File: src/rtl/seven_seg_to_val.sv
// Readback decoder for a multiplexed active-low seven-segment display: waits for each
// digit's pattern to be stable, decodes it to a value and reports complete frames.
module seven_seg_to_val #(
    parameter int NUM_DIGITS = 4,
    parameter int STABLE_CNT = 4
) (
    input  logic                      clk,
    input  logic                      rst,
    input  logic [NUM_DIGITS-1:0]     anodes,
    input  logic [6:0]                display_segs,
    output logic [4*NUM_DIGITS-1:0]   values,
    output logic [NUM_DIGITS-1:0]     digit_err,
    output logic                      frame_strobe,
    output logic                      frame_ok,
    output logic                      err_sticky
);

    localparam logic [3:0] STABLE = 4'(STABLE_CNT);

    typedef enum logic {COLLECT, DONE} frame_state_t;

    frame_state_t            state, state_next;
    logic [NUM_DIGITS-1:0]   an_q;
    logic [6:0]              seg_q;
    logic [3:0]              cnt, cnt_next;
    logic [NUM_DIGITS-1:0]   seen, seen_next;
    logic [3:0]              low_cnt;
    logic                    one_hot, multi, same, commit;
    logic [NUM_DIGITS-1:0]   commit_bits;
    logic [NUM_DIGITS-1:0]   digit_err_next;
    logic                    frame_ok_next;
    logic [4:0]              dec;

    // Returns {illegal, value}; anything outside the ten glyphs is illegal and reads as F.
    function automatic logic [4:0] decode(input logic [6:0] p);
        case (p)
            7'b1000000: decode = 5'h00;
            7'b1111001: decode = 5'h01;
            7'b0100100: decode = 5'h02;
            7'b0110000: decode = 5'h03;
            7'b0011001: decode = 5'h04;
            7'b0010010: decode = 5'h05;
            7'b0000010: decode = 5'h06;
            7'b1111000: decode = 5'h07;
            7'b0000000: decode = 5'h08;
            7'b0010000: decode = 5'h09;
            default:    decode = 5'h1F;
        endcase
    endfunction

    assign dec = decode(display_segs);

    // The counter tracks the run length of the sample being loaded into the input
    // register, so the STABLE_CNT-th identical sample commits on its own load edge.
    always_comb begin
        low_cnt = '0;
        for (int i = 0; i < NUM_DIGITS; i++) begin
            low_cnt = low_cnt + {3'b000, ~anodes[i]};
        end
        one_hot = (low_cnt == 4'd1);
        multi   = (low_cnt > 4'd1);
        same    = ({anodes, display_segs} == {an_q, seg_q});
        if (!one_hot) begin
            cnt_next = '0;
        end else if (same) begin
            cnt_next = (cnt == STABLE) ? cnt : cnt + 4'd1;
        end else begin
            cnt_next = 4'd1;
        end
        commit      = one_hot && same && (cnt == STABLE - 4'd1);
        commit_bits = commit ? ~anodes : '0;
        for (int i = 0; i < NUM_DIGITS; i++) begin
            digit_err_next[i] = commit_bits[i] ? dec[4] : digit_err[i];
        end
    end

    always_comb begin
        state_next    = state;
        seen_next     = seen;
        frame_ok_next = frame_ok;
        case (state)
            COLLECT: begin
                if ((seen | commit_bits) == {NUM_DIGITS{1'b1}}) begin
                    state_next    = DONE;
                    seen_next     = '0;
                    frame_ok_next = ~|digit_err_next;
                end else begin
                    seen_next = seen | commit_bits;
                end
            end
            DONE: begin
                state_next = COLLECT;
                seen_next  = commit_bits;
            end
            default: state_next = COLLECT;
        endcase
    end

    assign frame_strobe = (state == DONE);

    always_ff @(posedge clk) begin
        if (rst) begin
            state      <= COLLECT;
            an_q       <= '1;
            seg_q      <= 7'b1111111;
            cnt        <= '0;
            seen       <= '0;
            values     <= '1;
            digit_err  <= '0;
            frame_ok   <= 1'b0;
            err_sticky <= 1'b0;
        end else begin
            state      <= state_next;
            an_q       <= anodes;
            seg_q      <= display_segs;
            cnt        <= cnt_next;
            seen       <= seen_next;
            digit_err  <= digit_err_next;
            frame_ok   <= frame_ok_next;
            err_sticky <= err_sticky | multi | (commit & dec[4]);
            for (int i = 0; i < NUM_DIGITS; i++) begin
                if (commit_bits[i]) values[4*i +: 4] <= dec[3:0];
            end
        end
    end

endmodule

File: config.mk
export PLATFORM = sky130hd
export DESIGN_NAME = seven_seg_to_val
export DESIGN_NICKNAME = d
export VERILOG_FILES = /design/src/rtl/seven_seg_to_val.sv
export SDC_FILE = /design/constraint.sdc
export NUM_CORES = 1
export LEC_CHECK = 0
export CORE_MARGIN = 4
export CORE_UTILIZATION = 56
export DETAILED_ROUTE_END_ITERATION = 8
export GPL_TIMING_DRIVEN = 0
export PLACE_DENSITY = 0.93
export SLEW_MARGIN = 20
export SYNTH_ARGS = -nofsm -noshare
export SYNTH_HDL_FRONTEND = slang
export SYNTH_SLANG_ARGS = --single-unit
File: constraint.sdc
create_clock -name clk -period 7.1 [get_ports clk]
set_clock_uncertainty 0.15 [all_clocks]
set_input_delay 1.42 -clock clk [delete_from_list [all_inputs] [get_ports clk]]
set_output_delay 1.42 -clock clk [all_outputs]
set_load 0.02 [all_outputs]
==> results.json <==
{
  "swShare_pct": 25.4,
  "drv_cap": 0,
  "layout_commonest_cell": "dfxtp_1",
  "totalPowerFinal_mw": 0.450,
  "synth.avg_cell_area_um2": 8.88,
  "first_pass_iters": 5,
  "slew_violations": 0,
  "cts_hold_buf": 0,
  "place_area_mm2": 0.00241,
  "final_cell_area_mm2": 0.00249,
  "slew-limit-headroom_pct": 56.3,
  "pwr-share-seq_pct": 53.9,
  "rows": 21,
  "comb_power_share_pct": 11.2,
  "setup_tns_ps": 0,
  "async_flop_share_pct": 0,
  "fin_crit_ps": 4860,
  "grt_usage_pct": 21.7,
  "clkSinkCount": 42,
  "max_slew.worst_pin.slew_ps": 649,
  "die_w_um": 68.4,
  "slowest_delay_ps": 580,
  "synth_top_cell_area_share_pct": 41.2,
  "worstPathArrival_ps": 4980,
  "synthesis.area_mm2": 0.00204,
  "postSynthCellCount": 230,
  "ir_drop_v": 0.000129,
  "vias": 1787,
  "yosysWarnings": 0,
  "syn_to_final_growth_pct": 22.1,
  "gp_congestion": 0.839,
  "cts_tree": "done",
  "viasPerCell": 5.67,
  "utilization_pct": 73.0,
  "initial_core_util_pct": 59.8,
  "p_sw_mw": 0.114,
  "cts-root-buf": "clkbuf_4",
  "rsz0062_at_grt": "no",
  "cts-buffers-inserted": 5,
  "die_y_um": 68.4,
  "most-common-layout-cells": "dfxtp_1, clkdlybuf4s50_1, nor2_1",
  "synth-seq-cells": 42,
  "synth_nets": 249,
  "antenna_left": 0,
  "postCtsSetupBuffers": 0,
  "hold_class": "flip-flop to flip-flop",
  "drc": 0,
  "p_clk_share_pct": 34.9,
  "h-tree-depth": 2,
  "nNetsFinal": 287,
  "cp_top_family": "buffers and inverters",
  "min_period_over_period_pct": 68.5,
  "p_int_mw": 0.336,
  "io_pins": 36,
  "crit_fanout": 10,
  "powerDensity_mw_per_mm2": 180,
  "clockBufferDepth": 2,
  "io_buffers": 31,
  "synth-edff-count": 0,
  "synth.area.top_cells": "dfxtp_1, a211o_1, nor2b_1, xnor2_1, nor2_1",
  "end_kind": "flip-flop",
  "coreArea_mm2": 0.00342,
  "required_ps": 7220,
  "fmax_mhz": 206,
  "crit_type": "input pin to flip-flop",
  "yosysSeqAreaShare_pct": 41.2,
  "path_cells": "clkdlybuf4s50_1 > fa_1 > inv_1 > ha_1 > inv_1 > ha_1 > or3b_1 > buf_2 > or3_4 > nor4_4 > clkbuf_1 > nor2b_1 > a211o_1",
  "hold_viol": 0,
  "drt_wl_total_um": 4530,
  "grt_pass1_vias": 1733,
  "status": "complete, no violations",
  "grt.overflow.total": 0,
  "antenna_found_initial": 0,
  "synth_cell_types": 44,
  "clk_latency_ps": 360,
  "die_area_mm2": 0.00468,
  "drtIter0Drc": 92,
  "post-dp-hpwl_um": 3290,
  "power_leakage_nw": 0.923,
  "cts.repair.resized": 0,
  "start_kind": "input pin",
  "finalSetupViolCount": 0,
  "drive_gt1_share_pct": 10.0,
  "path_buf_inv": 5,
  "antenna_cells": 0,
  "path_clk_slew_ps": 140,
  "ys.flop_type": "dfxtp_1",
  "yosys.area.top_type": "dfxtp_1",
  "wl_per_cell_um": 14.4,
  "cp_slowest_cell": "fa_1",
  "grt_max_degree": 15,
  "grt_pass1_wl_um": 7620
}
[through the flow]
step / worst slack (ps) / cells / hold WS (ps)
2_1_floorplan: 2730 / 230 / 286
3_3_place_gp: 1950 / 307 / 295
3_5_place_dp: 1890 / 307 / 298
4_1_cts: 2270 / 315 / 320
5_1_grt: 2110 / 315 / 346
6_report: 2240 / 315 / 323
[registers in the layout, indices dropped and copies added, names as in the netlist]
signal and count:
frame_strobe 1, frame_ok 1, seg_q 7, err_sticky 1, values 16, seen 4, digit_err 4, cnt 4
an_q 4
[worst min-delay path: stages, from the launching register on]
cell and delay [ps]:
dfxtp_1 340, nand2_1 50, a21oi_1 50
[logic make-up after synthesis]
| kind of cell | Yosys count | share of synthesized area, % |
|---|---|---|
| adder cells (fa/ha/maj) | 6 | 4.04 |
| AND/OR/NAND/NOR | 100 | 28.5 |
| flip-flops | 42 | 41.2 |
| AO/OA/AOI/OAI | 45 | 15.7 |
| buffers and inverters | 23 | 4.53 |
| multiplexers | 1 | 0.490 |
| XOR/XNOR | 13 | 5.58 |
[Yosys cell counts (7+ instances only)]
cell type	number
clkbuf_1	10
xnor2_1	12
nand2_1	7
or2_2	11
a21oi_1	9
inv_1	10
nor2b_1	17
a211o_1	13
o21ai_0	7
nor3_1	11
dfxtp_1	42
nor2_1	21
[path summary, 6_finish.rpt]
path,slack [ps],to,start,cells after the start
min,320,seen[2],seen[2],2
max,2240,values[0],anodes[0],13
min reg2reg,320,seen[2],seen[2],2
max reg2reg,4370,values[0],cnt[0],7
[metal layers]
metal,part of all wire (%),track usage [%],wire (um),up-vias
li1,-,-,-,880
met1,44,27.2,2000,845
met2,48,34.0,2180,52
met3,5.7,6.24,257,10
met4,2.0,10.4,90,0
met5,0,0,0,-
[power by group through the flow]
| stage | registers, mW | logic (mW) | clock network [mW] |
|---|---|---|---|
| after CTS | 0.242 | 0.0499 | 0.160 |
| after global placement | 0.248 | 0.0478 | 0 |
| after global routing | 0.243 | 0.0557 | 0.171 |
| after floorplan | 0.248 | 0.0329 | 0 |
| final | 0.242 | 0.0503 | 0.157 |
| after detailed placement | 0.248 | 0.0495 | 0 |
[final cells by class]
type | count | area [um2]
inverter | 10 | 37.5
timing repair buffer | 31 | 310
buffer | 13 | 55.1
sequential | 42 | 841
tap | 46 | 57.6
fill | 268 | 923
clock buffer | 5 | 37.5
multi-input combinational | 165 | 1110
clock inverter | 3 | 45.0
Note: power is estimated with default switching activity, not from simulation.
